===== config.mk =====
export PLATFORM = sky130hd
export DESIGN_NAME = motoro3_step_pwm_flat
export DESIGN_NICKNAME = d
export VERILOG_FILES = /design/src/rtl/motoro3_step_pwm_if.sv /design/src/rtl/motoro3_step_pwm.sv /design/src/flat_wrapper.sv
export SDC_FILE = /design/constraint.sdc
export NUM_CORES = 1
export LEC_CHECK = 0
export BUFFER_PORTS_ARGS = -buffer_cell sky130_fd_sc_hd__buf_2
export CAP_MARGIN = 20
export CORE_MARGIN = 3
export CORE_UTILIZATION = 45
export CTS_BUF_LIST = sky130_fd_sc_hd__clkbuf_8
export CTS_CLUSTER_SIZE = 16
export DETAILED_ROUTE_END_ITERATION = 16
export GPL_ROUTABILITY_DRIVEN = 0
export PLACE_DENSITY = 0.7
export SETUP_SLACK_MARGIN = 0.02
export SLEW_MARGIN = 20
export SYNTH_ARGS = -nofsm -noshare
export SYNTH_HDL_FRONTEND = slang
export SYNTH_SLANG_ARGS = --single-unit
export TNS_END_PERCENT = 1

===== constraint.sdc =====
create_clock -name clk -period 5.4 [get_ports clk]
set_input_delay 0.81 -clock clk [delete_from_list [all_inputs] [get_ports clk]]
set_output_delay 0.81 -clock clk [all_outputs]
set_load 0.02 [all_outputs]

===== src/rtl/motoro3_step_pwm_if.sv =====
`timescale 1ns/1ps
// Register-block side of the six-step PWM driver: run/config values in,
// commutation status and the six gate-driver lines out.
interface motoro3_step_pwm_if;
  logic        m3_run;
  logic [24:0] m3reg_step_cnt_reload1;
  logic [7:0]  m3reg_power_percent;
  logic [11:0] pwmLenWant;
  logic [11:0] pwmMinMask;

  logic [2:0]  m3_step_idx;
  logic        m3_step_strobe;
  logic        pwm_period_start;
  logic [11:0] pwm_duty_now;
  logic [2:0]  m3_gate_hi;
  logic [2:0]  m3_gate_lo;

  modport master (
    output m3_run, m3reg_step_cnt_reload1, m3reg_power_percent, pwmLenWant, pwmMinMask,
    input  m3_step_idx, m3_step_strobe, pwm_period_start, pwm_duty_now, m3_gate_hi, m3_gate_lo
  );

  modport slave (
    input  m3_run, m3reg_step_cnt_reload1, m3reg_power_percent, pwmLenWant, pwmMinMask,
    output m3_step_idx, m3_step_strobe, pwm_period_start, pwm_duty_now, m3_gate_hi, m3_gate_lo
  );
endinterface


===== src/rtl/motoro3_step_pwm.sv =====
`timescale 1ns/1ps
// Six-step commutation driver: step timer, PWM carrier, serial len*pct/DIV_CONST
// duty engine and dead-time-protected gate decode for three half-bridges.
module motoro3_step_pwm #(
  parameter int DEAD_CYC  = 8,
  parameter int DIV_CONST = 100
) (
  input  logic              clk,
  input  logic              nRst,
  motoro3_step_pwm_if.slave bus
);

  localparam int            DW      = (DEAD_CYC < 1) ? 1 : $clog2(DEAD_CYC + 1);
  localparam logic [DW-1:0] DEAD_LD = DW'(DEAD_CYC);
  localparam logic [20:0]   DIVISOR = 21'(DIV_CONST);

  typedef enum logic [1:0] {IDLE, MUL, DIV, DONE} duty_st_e;

  logic          run_q;
  logic [24:0]   step_cnt_q, step_cnt_d;
  logic [2:0]    idx_q, idx_d;
  logic          strobe_q, strobe_d;
  logic [DW-1:0] dead_q, dead_d;

  logic [11:0]   pwm_cnt_q, pwm_cnt_d;
  logic [11:0]   len_q, len_d;
  logic [11:0]   duty_q, duty_d;

  duty_st_e      st_q, st_d;
  logic [19:0]   acc_q, acc_d;     // product during MUL, quotient during DIV
  logic [19:0]   mcand_q, mcand_d;
  logic [7:0]    mplier_q, mplier_d;
  logic [19:0]   rem_q, rem_d;
  logic [4:0]    it_q, it_d;
  logic [11:0]   mask_q, mask_d;

  logic [24:0]   reload;
  logic          active, start, pstart, len_ok, pwm_on, gate_en;
  logic [11:0]   len_eff, clamp;
  logic [20:0]   trial;
  logic [2:0]    tbl_hi, tbl_lo;

  assign reload = bus.m3reg_step_cnt_reload1;
  assign active = run_q & bus.m3_run;
  assign start  = bus.m3_run & ~run_q;

  // At count 0 the new period's length is being latched, so it governs this cycle.
  assign len_eff = (pwm_cnt_q == 12'd0) ? bus.pwmLenWant : len_q;
  assign len_ok  = (len_eff >= 12'd2);
  assign pstart  = active & (pwm_cnt_q == 12'd0);
  assign pwm_on  = len_ok & (pwm_cnt_q < duty_q);

  // Step timer and dead-time counter
  always_comb begin
    step_cnt_d = step_cnt_q;
    idx_d      = idx_q;
    strobe_d   = 1'b0;
    dead_d     = dead_q;
    if (start) begin
      step_cnt_d = (reload == '0) ? '0 : reload - 25'd1;
      dead_d     = DEAD_LD;
    end else if (active) begin
      if (reload != '0 && step_cnt_q == '0) begin
        step_cnt_d = reload - 25'd1;
        idx_d      = (idx_q == 3'd5) ? 3'd0 : idx_q + 3'd1;
        strobe_d   = 1'b1;
        dead_d     = DEAD_LD;
      end else begin
        if (reload != '0) step_cnt_d = step_cnt_q - 25'd1;
        if (dead_q != '0) dead_d = dead_q - DW'(1);
      end
    end
  end

  // PWM carrier
  always_comb begin
    pwm_cnt_d = pwm_cnt_q;
    len_d     = len_q;
    if (active) begin
      if (pstart) len_d = bus.pwmLenWant;
      if (!len_ok || pwm_cnt_q >= len_eff - 12'd1) pwm_cnt_d = 12'd0;
      else                                         pwm_cnt_d = pwm_cnt_q + 12'd1;
    end
  end

  // Clamp the finished quotient: over-range, then minimum on-time, then minimum off-time.
  always_comb begin
    clamp = acc_q[11:0];
    if (acc_q > {8'd0, len_q})                 clamp = len_q;
    else if (acc_q < {8'd0, mask_q})           clamp = 12'd0;
    else if ((len_q - acc_q[11:0]) < mask_q)   clamp = len_q;
  end

  // Duty engine: every period start restarts from freshly latched inputs.
  always_comb begin
    st_d     = st_q;
    acc_d    = acc_q;
    mcand_d  = mcand_q;
    mplier_d = mplier_q;
    rem_d    = rem_q;
    it_d     = it_q;
    mask_d   = mask_q;
    duty_d   = duty_q;
    trial    = {rem_q, acc_q[19]};
    if (active) begin
      if (pstart) begin
        if (st_q == DONE) duty_d = clamp;
        mcand_d  = {8'd0, bus.pwmLenWant};
        mplier_d = bus.m3reg_power_percent;
        mask_d   = bus.pwmMinMask;
        acc_d    = '0;
        it_d     = '0;
        st_d     = MUL;
      end else begin
        case (st_q)
          MUL: begin
            if (mplier_q[0]) acc_d = acc_q + mcand_q;
            mcand_d  = mcand_q << 1;
            mplier_d = mplier_q >> 1;
            it_d     = it_q + 5'd1;
            if (it_q == 5'd7) begin
              it_d  = '0;
              rem_d = '0;
              st_d  = DIV;
            end
          end
          DIV: begin
            if (trial >= DIVISOR) begin
              rem_d = 20'(trial - DIVISOR);
              acc_d = {acc_q[18:0], 1'b1};
            end else begin
              rem_d = trial[19:0];
              acc_d = {acc_q[18:0], 1'b0};
            end
            it_d = it_q + 5'd1;
            if (it_q == 5'd19) st_d = DONE;
          end
          default: ;
        endcase
      end
    end
  end

  always_ff @(posedge clk or negedge nRst) begin
    if (!nRst) begin
      st_q <= IDLE;
    end else begin
      st_q <= st_d;
    end
  end

  always_ff @(posedge clk or negedge nRst) begin
    if (!nRst) begin
      run_q      <= 1'b0;
      step_cnt_q <= '0;
      idx_q      <= '0;
      strobe_q   <= 1'b0;
      dead_q     <= DEAD_LD;
      pwm_cnt_q  <= '0;
      len_q      <= '0;
      duty_q     <= '0;
      acc_q      <= '0;
      mcand_q    <= '0;
      mplier_q   <= '0;
      rem_q      <= '0;
      it_q       <= '0;
      mask_q     <= '0;
    end else begin
      run_q      <= bus.m3_run;
      step_cnt_q <= step_cnt_d;
      idx_q      <= idx_d;
      strobe_q   <= strobe_d;
      dead_q     <= dead_d;
      pwm_cnt_q  <= pwm_cnt_d;
      len_q      <= len_d;
      duty_q     <= duty_d;
      acc_q      <= acc_d;
      mcand_q    <= mcand_d;
      mplier_q   <= mplier_d;
      rem_q      <= rem_d;
      it_q       <= it_d;
      mask_q     <= mask_d;
    end
  end

  // Commutation table: one hi phase and a different lo phase per step.
  always_comb begin
    tbl_hi = 3'b000;
    tbl_lo = 3'b000;
    case (idx_q)
      3'd0: begin tbl_hi = 3'b001; tbl_lo = 3'b010; end
      3'd1: begin tbl_hi = 3'b001; tbl_lo = 3'b100; end
      3'd2: begin tbl_hi = 3'b010; tbl_lo = 3'b100; end
      3'd3: begin tbl_hi = 3'b010; tbl_lo = 3'b001; end
      3'd4: begin tbl_hi = 3'b100; tbl_lo = 3'b001; end
      3'd5: begin tbl_hi = 3'b100; tbl_lo = 3'b010; end
      default: ;
    endcase
  end

  assign gate_en              = run_q & (dead_q == '0);
  assign bus.m3_gate_hi       = (gate_en & pwm_on) ? tbl_hi : 3'b000;
  assign bus.m3_gate_lo       = gate_en ? tbl_lo : 3'b000;
  assign bus.m3_step_idx      = idx_q;
  assign bus.m3_step_strobe   = strobe_q;
  assign bus.pwm_period_start = pstart;
  assign bus.pwm_duty_now     = duty_q;

endmodule


===== src/flat_wrapper.sv =====
// flat-port wrapper written by rule: the top's interface ports become plain ports
module motoro3_step_pwm_flat 
#(
  parameter int DEAD_CYC  = 8,
  parameter int DIV_CONST = 100
)
  (clk, nRst, bus_m3_run, bus_m3reg_step_cnt_reload1, bus_m3reg_power_percent, bus_pwmLenWant, bus_pwmMinMask, bus_m3_step_idx, bus_m3_step_strobe, bus_pwm_period_start, bus_pwm_duty_now, bus_m3_gate_hi, bus_m3_gate_lo);
  motoro3_step_pwm_if bus_i ();
  input  logic clk;
  input  logic nRst;
  input wire logic [$bits(bus_i.m3_run)-1:0] bus_m3_run;
  input wire logic [$bits(bus_i.m3reg_step_cnt_reload1)-1:0] bus_m3reg_step_cnt_reload1;
  input wire logic [$bits(bus_i.m3reg_power_percent)-1:0] bus_m3reg_power_percent;
  input wire logic [$bits(bus_i.pwmLenWant)-1:0] bus_pwmLenWant;
  input wire logic [$bits(bus_i.pwmMinMask)-1:0] bus_pwmMinMask;
  output wire logic [$bits(bus_i.m3_step_idx)-1:0] bus_m3_step_idx;
  output wire logic [$bits(bus_i.m3_step_strobe)-1:0] bus_m3_step_strobe;
  output wire logic [$bits(bus_i.pwm_period_start)-1:0] bus_pwm_period_start;
  output wire logic [$bits(bus_i.pwm_duty_now)-1:0] bus_pwm_duty_now;
  output wire logic [$bits(bus_i.m3_gate_hi)-1:0] bus_m3_gate_hi;
  output wire logic [$bits(bus_i.m3_gate_lo)-1:0] bus_m3_gate_lo;
  assign bus_i.m3_run = bus_m3_run;
  assign bus_i.m3reg_step_cnt_reload1 = bus_m3reg_step_cnt_reload1;
  assign bus_i.m3reg_power_percent = bus_m3reg_power_percent;
  assign bus_i.pwmLenWant = bus_pwmLenWant;
  assign bus_i.pwmMinMask = bus_pwmMinMask;
  assign bus_m3_step_idx = bus_i.m3_step_idx;
  assign bus_m3_step_strobe = bus_i.m3_step_strobe;
  assign bus_pwm_period_start = bus_i.pwm_period_start;
  assign bus_pwm_duty_now = bus_i.pwm_duty_now;
  assign bus_m3_gate_hi = bus_i.m3_gate_hi;
  assign bus_m3_gate_lo = bus_i.m3_gate_lo;
  motoro3_step_pwm #(.DEAD_CYC(DEAD_CYC), .DIV_CONST(DIV_CONST)) u_core (.clk(clk), .nRst(nRst), .bus(bus_i));
endmodule

==> impl_metrics.csv, run 1 <==
group,metric,value,unit
global_routing,grt_usage,21.2,%
outcome,outcome,"aborted with a tool error",
floorplanning,die_width,163,um
synth,syn_nets,1475,
global_routing,grt_max_degree,89,
global_routing,antenna_found_initial,0,
timing,endpoint_type,"register input",
synth,ys_async_sr_fraction,100,%
global_routing,grt_pass1_wl,46.3,mm
timing,worst_endpoint,"u_core.pwm_cnt_q[7]$_DFFE_PN0P_/D",
global_routing,grt_pass1_vias,9368,
floorplanning,start_util,46.6,%
place,portBuffers,82,
synth,yosysWarnings,0,
clock_network,root_buffer,"clkbuf_8",
global_routing,grt_overflow,0,
clock_network,clock_path_buffers,2,
synth,synth.cell_area,11100,um2
place,hpwl,20.4,mm
floorplanning,die-height,163,um
floorplanning,rows,56,
place,pre_cts_slack,0.586,ns
synth,syn-instance-count,1315,
synth,syn_area_per_cell,8.47,um2
synth,synth_cell_type_count,60,
synth,ys.flop_type,"dfrtp_1",
clock_network,ctsHtreeMaxLevel,4,
outcome,error,"Error: net41 3 pin not visited #guides = 40",
floorplanning,io_pins,83,
clock_network,cts_buffers,17,
synth,synth_edf_count,0,
synth,ys_ff_latch,157,
outcome,lastStage,"detailed routing (5_2_route)",
clock_network,cts.sinks,157,
synth,ys_seq_area_share,35.3,%
## cells in the mapped netlist (4+ instances only)
master | count | share of area, %
a22oi_1 | 11 | 0.74
nand4_1 | 16 | 0.90
or4_1 | 10 | 0.67
nand3b_1 | 7 | 0.47
o21a_1 | 10 | 0.67
nand2b_1 | 17 | 0.96
nor2_1 | 97 | 3.3
nand3_1 | 26 | 1.2
o211ai_1 | 7 | 0.47
nor3_1 | 50 | 2.2
and2_1 | 6 | 0.34
a21o_1 | 27 | 1.8
a32oi_1 | 9 | 0.71
o22ai_1 | 16 | 0.90
a211oi_1 | 7 | 0.47
and3_1 | 7 | 0.39
o31ai_1 | 12 | 0.81
o21ai_0 | 150 | 6.7
xor2_1 | 35 | 2.8
dfrtp_1 | 156 | 35
a21boi_0 | 4 | 0.27
a22o_1 | 9 | 0.71
a31oi_1 | 9 | 0.51
or2_2 | 7 | 0.39
or3_1 | 14 | 0.79
o21ai_1 | 4 | 0.18
a21oi_1 | 60 | 2.7
buf_1 | 4 | 0.13
mux2i_1 | 31 | 2.8
nor4_1 | 20 | 1.1
ha_1 | 98 | 11
nor2b_1 | 12 | 0.67
inv_1 | 71 | 2.4
clkbuf_1 | 40 | 1.3
nand2_1 | 158 | 5.3
xnor2_1 | 53 | 4.2
## per-layer routing
layer and global-route usage, %:
met1 28.4, met2 34.5, met3 4.06, met4 6.88, met5 0
## per-stage QoR
stage          std cells  cell area [um2]
2_1_floorplan       1315            11100
4_1_cts             1706            12200
3_3_place_gp        1674            11800
5_1_grt             1706            12200
3_5_place_dp        1674            11800
## kinds of logic after synthesis
kind of cell / Yosys count / share of synthesized area (%)
flops: 157 / 35.3
compound gates: 350 / 18.8
mux: 34 / 3.09
buf+inv: 121 / 4.31
xor+xnor: 88 / 6.92
simple gates: 465 / 20.2
fa+ha+maj: 100 / 11.4
## timing repair
item | 4_1_cts | 5_1_grt
hold buffers | 0 | 0
buffers inserted | 0 | 0
resized for setup | 0 | 1
endpoints found under the setup margin | 0 | 1
hold endpoints to repair | 0 | 0
==> run 2: changes to the inputs <==
--- a/config.mk
+++ b/config.mk
@@ -8,13 +8,10 @@
 export BUFFER_PORTS_ARGS = -buffer_cell sky130_fd_sc_hd__buf_2
 export CAP_MARGIN = 20
 export CORE_MARGIN = 3
-export CORE_UTILIZATION = 45
-export CTS_BUF_LIST = sky130_fd_sc_hd__clkbuf_8
-export CTS_CLUSTER_SIZE = 16
+export CORE_UTILIZATION = 30
 export DETAILED_ROUTE_END_ITERATION = 16
 export GPL_ROUTABILITY_DRIVEN = 0
-export PLACE_DENSITY = 0.7
-export SETUP_SLACK_MARGIN = 0.02
+export PLACE_DENSITY_LB_ADDON = 0.15
 export SLEW_MARGIN = 20
 export SYNTH_ARGS = -nofsm -noshare
 export SYNTH_HDL_FRONTEND = slang
==> run 2 against run 1 <==
Net effect: the flow now finishes without violations; global-route usage is 4.3 points lower; synthesized cell count stayed put; area after synthesis stayed put.
==> impl_metrics.csv, run 2 <==
group,metric,value,unit
synth,synth.most_common_cell,"nand2_1",
final_layout,stdcell_count,1851,
clock_network,post_cts_buffers,0,
power,p_int,3.44,mW
clock_network,root_buffer,"clkbuf_16",
synth,synth_cell_type_count,60,
clock_network,cts_hold_buf,0,
routing,wl_per_cell,17.6,um
final_layout,area_delta_synth_final,13.5,%
critical_path,worst_setup_path_end_kind,"flop",
critical_path,reg2reg_depth,15,
critical_path,crit_fanout,9,
global_routing,antenna_found_initial,0,
routing,viasPerCell,5.22,
synth,synth_top_area_share,35.1,%
final_layout,final_cell_mix,"nand2_1, dfrtp_1, o21ai_0",
final_layout,largest_reg_flops,25,
power,p_total,5.92,mW
synth,ys.flop_type,"dfrtp_1",
floorplanning,die_width,199,um
power,p_sw,2.48,mW
power,p_per_area,468,nW/um2
power,clkPwrFrac,22.5,%
power,seq_power_share,32.9,%
routing,drc,0,
final_layout,drive_gt1_share,10.4,%
min_path,min_path_type,"primary input to asynchronous set/reset pin",
timing,tightest_slew,1.02,ns
floorplanning,io_pins,83,
critical_path,worstSetupPathType,"flop to flop",
global_routing,grt_pass1_vias,9783,
critical_path,cpMaxStageDelayCell,"mux2i_1",
final_layout,largest_register,"u_core.step_cnt_q",
place,hpwl,24.1,mm
synth,syn-instance-count,1315,
synth,yosysWarnings,0,
global_routing,grt_overflow,0,
clock_network,ctsHtreeMaxLevel,4,
timing,fin_crit,4.59,ns
critical_path,worstPathCellList,"inv_1 -> ha_1 -> nor4b_1 -> nand3_1 -> mux2i_1 -> nand3b_1 -> nor3_1 -> o31ai_1 -> ha_1 -> a21o_1 -> a21o_1 -> a211oi_1 -> o21ai_0 -> and2_0 -> nor2_1",
routing,routed_wl,32.5,mm
routing,ant_nets,0,
critical_path,start_kind,"flop",
timing,fin_skew,0.0128,ns
critical_path,slowest_delay,0.56,ns
timing,setup_viol,0,
timing,relSlewSlack,31.6,%
floorplanning,die-height,199,um
global_routing,grt_max_degree,78,
timing,fmax,0.218,GHz
job,drv_cap,0,
critical_path,rrSetupSlack,0.81,ns
synth,yosys-top-cells-count,"nand2_1, dfrtp_1, o21ai_0, ha_1, nor2_1",
critical_path,worst_ep_arrival_time,4.97,ns
timing,hold_violations,0,
floorplanning,rows,69,
routing,drt-initial-drc-count,521,
clock_network,cts-resized-gates,0,
timing,grt_setup_unrepaired,"false",
global_routing,grt_usage,16.9,%
synth,ys_async_sr_fraction,100,%
synth,synth.cell_area,11100,um2
final_layout,final_area,12600,um2
place,dpl_cell_area,12000,um2
place,dp.cells,1819,
outcome,outcome,"completed",
power,swShare,41.9,%
clock_network,cts_buffers,17,
synth,synth_edf_count,0,
floorplanning,start_util,30.9,%
timing,slew_viol_final,0,
power,vdd_drop_max,0.178,mV
place,pre_cts_slack,0.837,ns
timing,fin_ws,0.805,ns
clock_network,clock_path_buffers,2,
synth,yosys-top-cells-area,"dfrtp_1, ha_1, o21ai_0, nand2_1, xnor2_1",
final_layout,nNetsFinal,1537,
routing,dr.pass1.iters,5,
clock_network,clkLatencyLatePin,0.45,ns
critical_path,crit_required,5.77,ns
power,p_comb_share,44.6,%
floorplanning,core,36100,um2
global_routing,grt_pass1_wl,53.0,mm
synth,syn_area_per_cell,8.47,um2
clock_network,clkTransAtPathRegs,0.07,ns
floorplanning,die_area,39500,um2
synth,ys_seq_area_share,35.3,%
timing,period_share,85.1,%
synth,ys_ff_latch,157,
place,portBuffers,82,
synth,syn_nets,1475,
power,leakage,5.77,nW
final_layout,final_common_cell,"nand2_1",
final_layout,diodes,0,
clock_network,cts_tree,"yes",
synth,synth_top_area_cell,"dfrtp_1",
clock_network,cts.sinks,157,
timing,fin_setup_tns,0,ns
routing,dr_total_vias,9658,
run 2: cell counts after synthesis:
Identical to the previous run, type by type.
run 2: layout make-up:
class / count / area, um2
clock buffers: 20 / 447
flip-flops and latches: 157 / 3930
inverters: 71 / 267
repair buffers: 93 / 499
well taps: 461 / 577
clock inverters: 12 / 185
fillers: 3805 / 23400
multi-input cells: 1037 / 6730
run 2: stage by stage:
step	hold WS [ns]	utilization (%)
after global routing	0.471	35.0
after global placement	0.464	33.3
after detailed placement	0.473	33.3
after floorplan	0.450	-
final	0.393	35.0
after CTS	0.436	35.0
run 2: cells by family (layout without fill, tap and decap cells):
family,count (synthesis),count (layout),synth area share [%]
adder cells (fa/ha/maj),100,100,11.4
AND/OR/NAND/NOR,465,465,20.2
AO/OA/AOI/OAI,350,350,18.8
buffers and inverters,121,196,4.31
multiplexers,34,34,3.09
XOR/XNOR,88,88,6.92
flip-flops,157,157,35.3
run 2: metal layers:
layer | wire length [um] | track usage, % | vias up
met4 | 605 | 5.23 | 0
li1 | - | - | 4797
met5 | 0 | 0 | -
met1 | 15000 | 22.5 | 4658
met2 | 15700 | 28.3 | 169
met3 | 1190 | 2.56 | 34
run 2: critical path: cells and delay by family (launching register included):
family / cells / cell delay (ns)
buffers and inverters: 1 / 0.15
muxes: 1 / 0.56
adders and majority gates: 2 / 0.47
DFF: 1 / 0.42
AOI/OAI and AO/OA: 5 / 1.21
and+or+nand+nor: 6 / 1.71
run 2: path summary, 6_finish.rpt:
check	startpoint	endpoint
setup / recovery	u_core.pwm_cnt_q[0]	u_core.pwm_cnt_q[9]
hold / removal	nRst	u_core.mask_q[7]
setup reg to reg	u_core.pwm_cnt_q[0]	u_core.pwm_cnt_q[9]
hold reg to reg	u_core.mplier_q[4]	u_core.mplier_q[4]
max in group asynchronous	nRst	u_core.step_cnt_q[4]
min in group clk	u_core.mplier_q[4]	u_core.mplier_q[4]
run 2: power by group through the flow:
stage	Combinational [mW]	Sequential (mW)	Clock, mW
CTS	2.66	1.95	1.37
global route	3.04	2.01	1.42
detailed placement	2.64	1.96	0
floorplan	2.03	1.79	0
finish	2.64	1.95	1.33
global placement	2.62	1.97	0
No activity file was read; power rests on OpenSTA's default activity.
==> run 3: changes to the inputs <==
--- a/config.mk
+++ b/config.mk
@@ -5,6 +5,7 @@
 export SDC_FILE = /design/constraint.sdc
 export NUM_CORES = 1
 export LEC_CHECK = 0
+export ABC_AREA = 1
 export BUFFER_PORTS_ARGS = -buffer_cell sky130_fd_sc_hd__buf_2
 export CAP_MARGIN = 20
 export CORE_MARGIN = 3
==> run 3 against run 2 <==
Net effect: fmax is 18% higher; global-route usage increased by 0.73 points; cell count up 32%; critical path depth is 6 higher; wire length increased by 18%; clock power shrank 8%; final area is 12% higher; hold slack better by 0.0063 ns; largest power group unchanged; highest routed layer is now met5.
==> impl_metrics.csv, run 3 <==
group,metric,value,unit
critical_path,crit_fanout,13,
final_layout,diodes,0,
clock_network,ctsHtreeMaxLevel,4,
power,p_sw,3.27,mW
clock_network,post_cts_buffers,0,
synth,ys_seq_area_share,31.2,%
final_layout,largest_reg_flops,25,
critical_path,crit_required,5.73,ns
final_layout,final_cell_mix,"nand2_1, nor2_1, inv_1",
synth,synth_top_area_share,31.0,%
synth,syn_area_per_cell,6.85,um2
floorplanning,start_util,30.6,%
place,hpwl,30.3,mm
synth,ys.flop_type,"dfrtp_1",
clock_network,cts_tree,"yes",
routing,viasPerCell,4.81,
timing,fin_ws,1.50,ns
final_layout,final_area,14100,um2
critical_path,worst_setup_path_end_kind,"flop",
synth,syn-instance-count,1839,
power,p_comb_share,52.3,%
critical_path,endpoint,"u_core.bus.pwm_duty_now[0]",
clock_network,clkTransAtPathRegs,0.07,ns
timing,fin_setup_tns,0,ns
synth,yosysWarnings,0,
clock_network,clkLatencyLatePin,0.46,ns
timing,worst_hold_slack,0.400,ns
global_routing,grt_overflow,0,
synth,yosys-top-cells-area,"dfrtp_1, nand2_1, ha_1, nor2_1, inv_1",
timing,hold_violations,0,
critical_path,slowest_delay,0.41,ns
critical_path,rrSetupSlack,1.50,ns
outcome,outcome,"completed",
timing,setup_viol,0,
critical_path,critPathLaunch,"u_core.len_q[0]",
synth,ys_async_sr_fraction,100,%
global_routing,grt_pass1_wl,62.4,mm
final_layout,num-fill-cells,4522,
place,pre_cts_slack,1.52,ns
routing,ant_nets,0,
synth,synth_edf_count,0,
power,p_int,3.44,mW
min_path,min_path_type,"primary input to asynchronous set/reset pin",
final_layout,area_delta_synth_final,12.0,%
synth,synth_cell_type_count,54,
power,p_per_area,476,nW/um2
critical_path,worst_ep_arrival_time,4.24,ns
critical_path,worstSetupPathType,"flop to flop",
timing,fin_skew,0.0154,ns
critical_path,reg2reg_depth,21,
timing,fin_crit,3.90,ns
floorplanning,rows,74,
synth,synth.most_common_cell,"nand2_1",
critical_path,timing.rr.start,"u_core.len_q[0]",
clock_network,cts_hold_buf,0,
timing,relSlewSlack,30.1,%
synth,yosys-top-cells-count,"nand2_1, nor2_1, inv_1, dfrtp_1, nand3_1",
clock_network,cts_buffers,17,
clock_network,root_buffer,"clkbuf_16",
final_layout,drive_gt1_share,9.65,%
timing,tightest_slew,1.05,ns
place,portBuffers,82,
global_routing,grt_max_degree,90,
clock_network,cts-resized-gates,0,
final_layout,fin_util,34.3,%
job,drv_cap,0,
final_layout,nNetsFinal,2064,
routing,dr.pass1.iters,7,
clock_network,clock_path_buffers,2,
routing,dr_total_vias,11800,
floorplanning,die_area,44500,um2
floorplanning,die-height,211,um
routing,routed_wl,38.3,mm
global_routing,grt_pass1_vias,11600,
floorplanning,die_width,211,um
synth,ys_ff_latch,157,
critical_path,worstPathCellList,"inv_1 -> ha_1 -> inv_1 -> fa_1 -> nand2_1 -> nand2_1 -> a21oi_1 -> o21ai_0 -> a21oi_1 -> xor2_1 -> inv_1 -> ha_1 -> nand4_1 -> nor2_1 -> nand4_1 -> nand2_1 -> nand2_1 -> nand2_1 -> nand2_1 -> nand2_1 -> nand2_1",
routing,drc,0,
routing,drt-initial-drc-count,694,
final_layout,largest_register,"u_core.step_cnt_q",
global_routing,grt_usage,17.6,%
timing,grt_setup_unrepaired,"false",
critical_path,start_kind,"flop",
power,leakage,7.17,nW
clock_network,cts.sinks,157,
critical_path,cpMaxStageDelayCell,"fa_1",
synth,synth.cell_area,12600,um2
place,dpl_cell_area,13500,um2
synth,synth_top_area_cell,"dfrtp_1",
synth,syn_nets,1999,
power,seq_power_share,29.4,%
routing,wl_per_cell,15.6,um
power,swShare,48.7,%
critical_path,crit_path_frequent_cell,"nand2_1",
floorplanning,io_pins,83,
critical_path,r2r-end,"u_core.bus.pwm_duty_now[0]",
global_routing,antenna_found_initial,3,
final_layout,final_common_cell,"nand2_1",
timing,period_share,72.3,%
power,vdd_drop_max,0.155,mV
timing,slew_viol_final,0,
timing,fmax,0.256,GHz
power,clkPwrFrac,18.3,%
floorplanning,core,41100,um2
-- run 3: changes by cell type after synthesis, sizes merged, moves of 21 or more --
cell	change
nand2	+424
inv	+144
nor2	+127
nand3	+104
o21ai	-54
nor3	-31
mux2i	-30
xnor2	-29
clkbuf	-27
a21oi	+23
a21o	-21
-- run 3: cell type report --
| class | instances | area [um2] | area share [%] |
|---|---|---|---|
| multi-input cells | 1425 | 7640 | 54.2 |
| flip-flops and latches | 157 | 3930 | 27.9 |
| inverters | 217 | 820 | 5.81 |
| well taps | 532 | 666 | 4.72 |
| repair buffers | 86 | 447 | 3.17 |
| clock buffers | 17 | 425 | 3.02 |
| clock inverters | 15 | 171 | 1.22 |
-- run 3: metrics by stage --
step	std cells	power (mW)
floorplan	1839	4.56
global placement	2417	5.48
detailed placement	2417	5.50
CTS	2449	6.77
global route	2449	7.41
finish	2449	6.71
-- run 3: logic make-up (layout without fill, tap and decap cells) --
| logic type | count (synthesis) | count (layout) | synth area share (%) |
|---|---|---|---|
| and+or+nand+nor | 1007 | 1007 | 34.1 |
| buffers and inverters | 257 | 335 | 8.20 |
| AOI/OAI and AO/OA | 245 | 245 | 11.4 |
| DFF | 157 | 157 | 31.2 |
| adders and majority gates | 100 | 100 | 10.1 |
| xor gates and xnor gates | 72 | 72 | 5.01 |
| muxes | 1 | 1 | 0.0795 |
-- run 3: worst min path at each step --
stage                               from              endpoint  slack [ns]
floorplan               u_core.mask_q[0]      u_core.mask_q[0]        0.46
global placement      u_core.mcand_q[19]    u_core.mcand_q[19]        0.49
detailed placement  u_core.step_cnt_q[1]  u_core.step_cnt_q[1]        0.50
CTS                                 nRst      u_core.acc_q[13]        0.48
global route                        nRst      u_core.acc_q[13]        0.50
finish                              nRst      u_core.acc_q[13]        0.40
-- run 3: worst max-delay path, delay by kind of cell (launching register included) --
kind / cells / cell delay [ns]
fa+ha+maj: 3 / 0.85
compound gates: 3 / 0.56
buf+inv: 3 / 0.23
simple gates: 11 / 1.60
xor+xnor: 1 / 0.16
flops: 1 / 0.40
-- run 3: metal layers --
| metal | up-vias | track usage (%) | wire, um |
|---|---|---|---|
| met5 | - | 0 | 45 |
| met1 | 5406 | 23.0 | 17900 |
| met3 | 59 | 3.09 | 1400 |
| li1 | 6082 | - | - |
| met4 | 6 | 5.96 | 1050 |
| met2 | 216 | 29.6 | 17900 |
-- run 3: power by group through the flow --
stage | Combinational, mW | Sequential [mW] | Clock (mW)
2_1_floorplan | 2.73 | 1.83 | 0
3_3_place_gp | 3.49 | 1.99 | 0
3_5_place_dp | 3.51 | 1.99 | 0
4_1_cts | 3.53 | 1.97 | 1.27
5_1_grt | 4.06 | 2.03 | 1.32
6_report | 3.51 | 1.97 | 1.23
==> run 4: changes to the inputs <==
==> constraint.sdc (replaced) <==
create_clock -name clk -period 3.7 [get_ports clk]
set_input_delay 0.555 -clock clk [delete_from_list [all_inputs] [get_ports clk]]
set_output_delay 0.555 -clock clk [all_outputs]
set_load 0.02 [all_outputs]
==> run 4 against run 3 <==
Net effect: register-to-register slack got worse by 1.1 ns; critical path depth decreased by 2; final area increased by 1.7%; utilization increased by 0.58 points; cell count increased by 1.1%.
==> impl_metrics.csv, run 4 (synthesis gave the netlist of run 3 again) <==
group,metric,value,unit
timing,setup_viol,0,
routing,drc,0,
floorplanning,core,41100,um2
global_routing,grt_max_degree,59,
critical_path,crit_fanout,12,
routing,drt-initial-drc-count,607,
clock_network,clkTransAtPathRegs,0.07,ns
critical_path,worstSetupPathType,"flop to flop",
floorplanning,start_util,30.6,%
global_routing,grt_pass1_wl,63.6,mm
timing,worst_hold_slack,0.0430,ns
floorplanning,die_area,44500,um2
clock_network,ctsHtreeMaxLevel,4,
clock_network,cts.sinks,157,
outcome,outcome,"completed",
place,hpwl,30.5,mm
timing,fin_ws,0.349,ns
timing,relSlewSlack,39.5,%
critical_path,start_kind,"flop",
job,drv_cap,0,
routing,ant_nets,0,
timing,fmax,0.298,GHz
timing,tightest_slew,0.907,ns
clock_network,cts_hold_buf,0,
clock_network,root_buffer,"clkbuf_16",
final_layout,largest_reg_flops,25,
final_layout,drive_gt1_share,11.2,%
clock_network,cts_buffers,17,
final_layout,multi_input_area,7670,um2
routing,dr_total_vias,11900,
global_routing,grt_overflow,0,
final_layout,fin_util,34.9,%
final_layout,stdcell_count,2477,
routing,viasPerCell,4.81,
place,portBuffers,82,
final_layout,regArea,3930,um2
clock_network,clkLatencyLatePin,0.46,ns
final_layout,final_common_cell,"nand2_1",
timing,slew_viol_final,0,
critical_path,worst_setup_path_end_kind,"flop",
final_layout,nNetsFinal,2092,
critical_path,worstPathCellList,"inv_1 -> ha_1 -> nand2_1 -> nor2_4 -> nand2_4 -> o21ai_4 -> buf_4 -> inv_2 -> nor2_4 -> nand3_2 -> xnor2_1 -> ha_1 -> nand2_1 -> nor2_1 -> a211oi_1 -> nand3b_1 -> nor2_1 -> nand2_4 -> o21ai_0",
timing,hold_violations,0,
final_layout,largest_register,"u_core.step_cnt_q",
timing,fin_skew,0.0154,ns
routing,dr.pass1.iters,5,
critical_path,crit_required,4.07,ns
power,p_total,9.97,mW
timing,period_share,90.6,%
floorplanning,rows,74,
min_path,min_path_type,"primary input to asynchronous set/reset pin",
place,pre_cts_slack,0.144,ns
global_routing,antenna_found_initial,1,
power,p_per_area,695,nW/um2
clock_network,clock_path_buffers,2,
final_layout,area_delta_synth_final,13.9,%
critical_path,cpMaxStageDelayCell,"dfrtp_1",
power,vdd_drop_max,0.275,mV
global_routing,grt_pass1_vias,12100,
floorplanning,io_pins,83,
final_layout,diodes,0,
power,leakage,7.34,nW
critical_path,slowest_delay,0.45,ns
routing,wl_per_cell,15.7,um
floorplanning,die_width,211,um
place,dp.cells,2441,
routing,routed_wl,38.8,mm
final_layout,final_cell_mix,"nand2_1, nor2_1, inv_1",
timing,fin_crit,3.35,ns
global_routing,grt_usage,18.0,%
final_layout,num-fill-cells,4472,
floorplanning,die-height,211,um
clock_network,cts_tree,"yes",
critical_path,worst_ep_arrival_time,3.72,ns
run 4: cell count changes in the layout (fill, tap and decap cells not counted), moves of 3 or more:
cell and delta:
inv_8 -5, clkinv_2 +4, nand2_4 +3, buf_4 +26, clkinv_8 -4
run 4: worst max-delay path: cells and delay by family, from the launching register on:
kind / cells / cell delay (ns)
and+or+nand+nor: 10 / 1.31
buffers and inverters: 3 / 0.28
xor gates and xnor gates: 1 / 0.18
AOI/OAI and AO/OA: 3 / 0.58
DFF: 1 / 0.45
adders and majority gates: 2 / 0.45
run 4: final timing paths:
check | from | to | slack (ns) | cells past startpoint
worst max-delay path | u_core.pwm_cnt_q[1] | u_core.pwm_cnt_q[0] | 0.35 | 19
worst min register to register | u_core.mcand_q[19] | u_core.mcand_q[19] | 0.51 | 2
min in group clk | bus_m3_run | u_core.run_q | 0.30 | 1
worst max register to register | u_core.pwm_cnt_q[1] | u_core.pwm_cnt_q[0] | 0.35 | 19
max in group asynchronous | nRst | u_core.bus.pwm_duty_now[3] | 2.84 | 2
worst min-delay path | nRst | u_core.acc_q[15] | 0.04 | 1
run 4: metrics by stage:
stage / TNS, ns / cell area (um2)
floorplan: 0 / 12600
global placement: 0 / 13700
detailed placement: 0 / 13700
CTS: 0 / 14300
global route: -0.0296 / 14300
finish: 0 / 14300
run 4: power breakdown:
part           internal [mW]  total, mW  switching (mW)
sequential              2.25       2.81           0.562
clock                   1.01       1.80           0.784
combinational           1.96       5.36            3.40
total                   5.23       9.97            4.74
run 4: layer usage:
layer	share of wire [%]	global-route usage, %	routed length [um]
met1	46	23.0	17800
met2	48	30.7	18600
met3	3.2	3.02	1240
met4	2.9	6.19	1140
met5	0.052	0	20
run 4: timing repair:
item	CTS	global route
resized for setup	0	11
buffers inserted	0	4
setup endpoints to repair	0	24
run 4: layout make-up:
| cell class | count | share of cell area [%] |
|---|---|---|
| multi-input combinational | 1425 | 53.5 |
| sequential | 157 | 27.4 |
| inverter | 217 | 5.72 |
| timing repair buffer | 114 | 4.72 |
| tap | 532 | 4.64 |
| clock buffer | 19 | 3.09 |
| clock inverter | 13 | 0.960 |
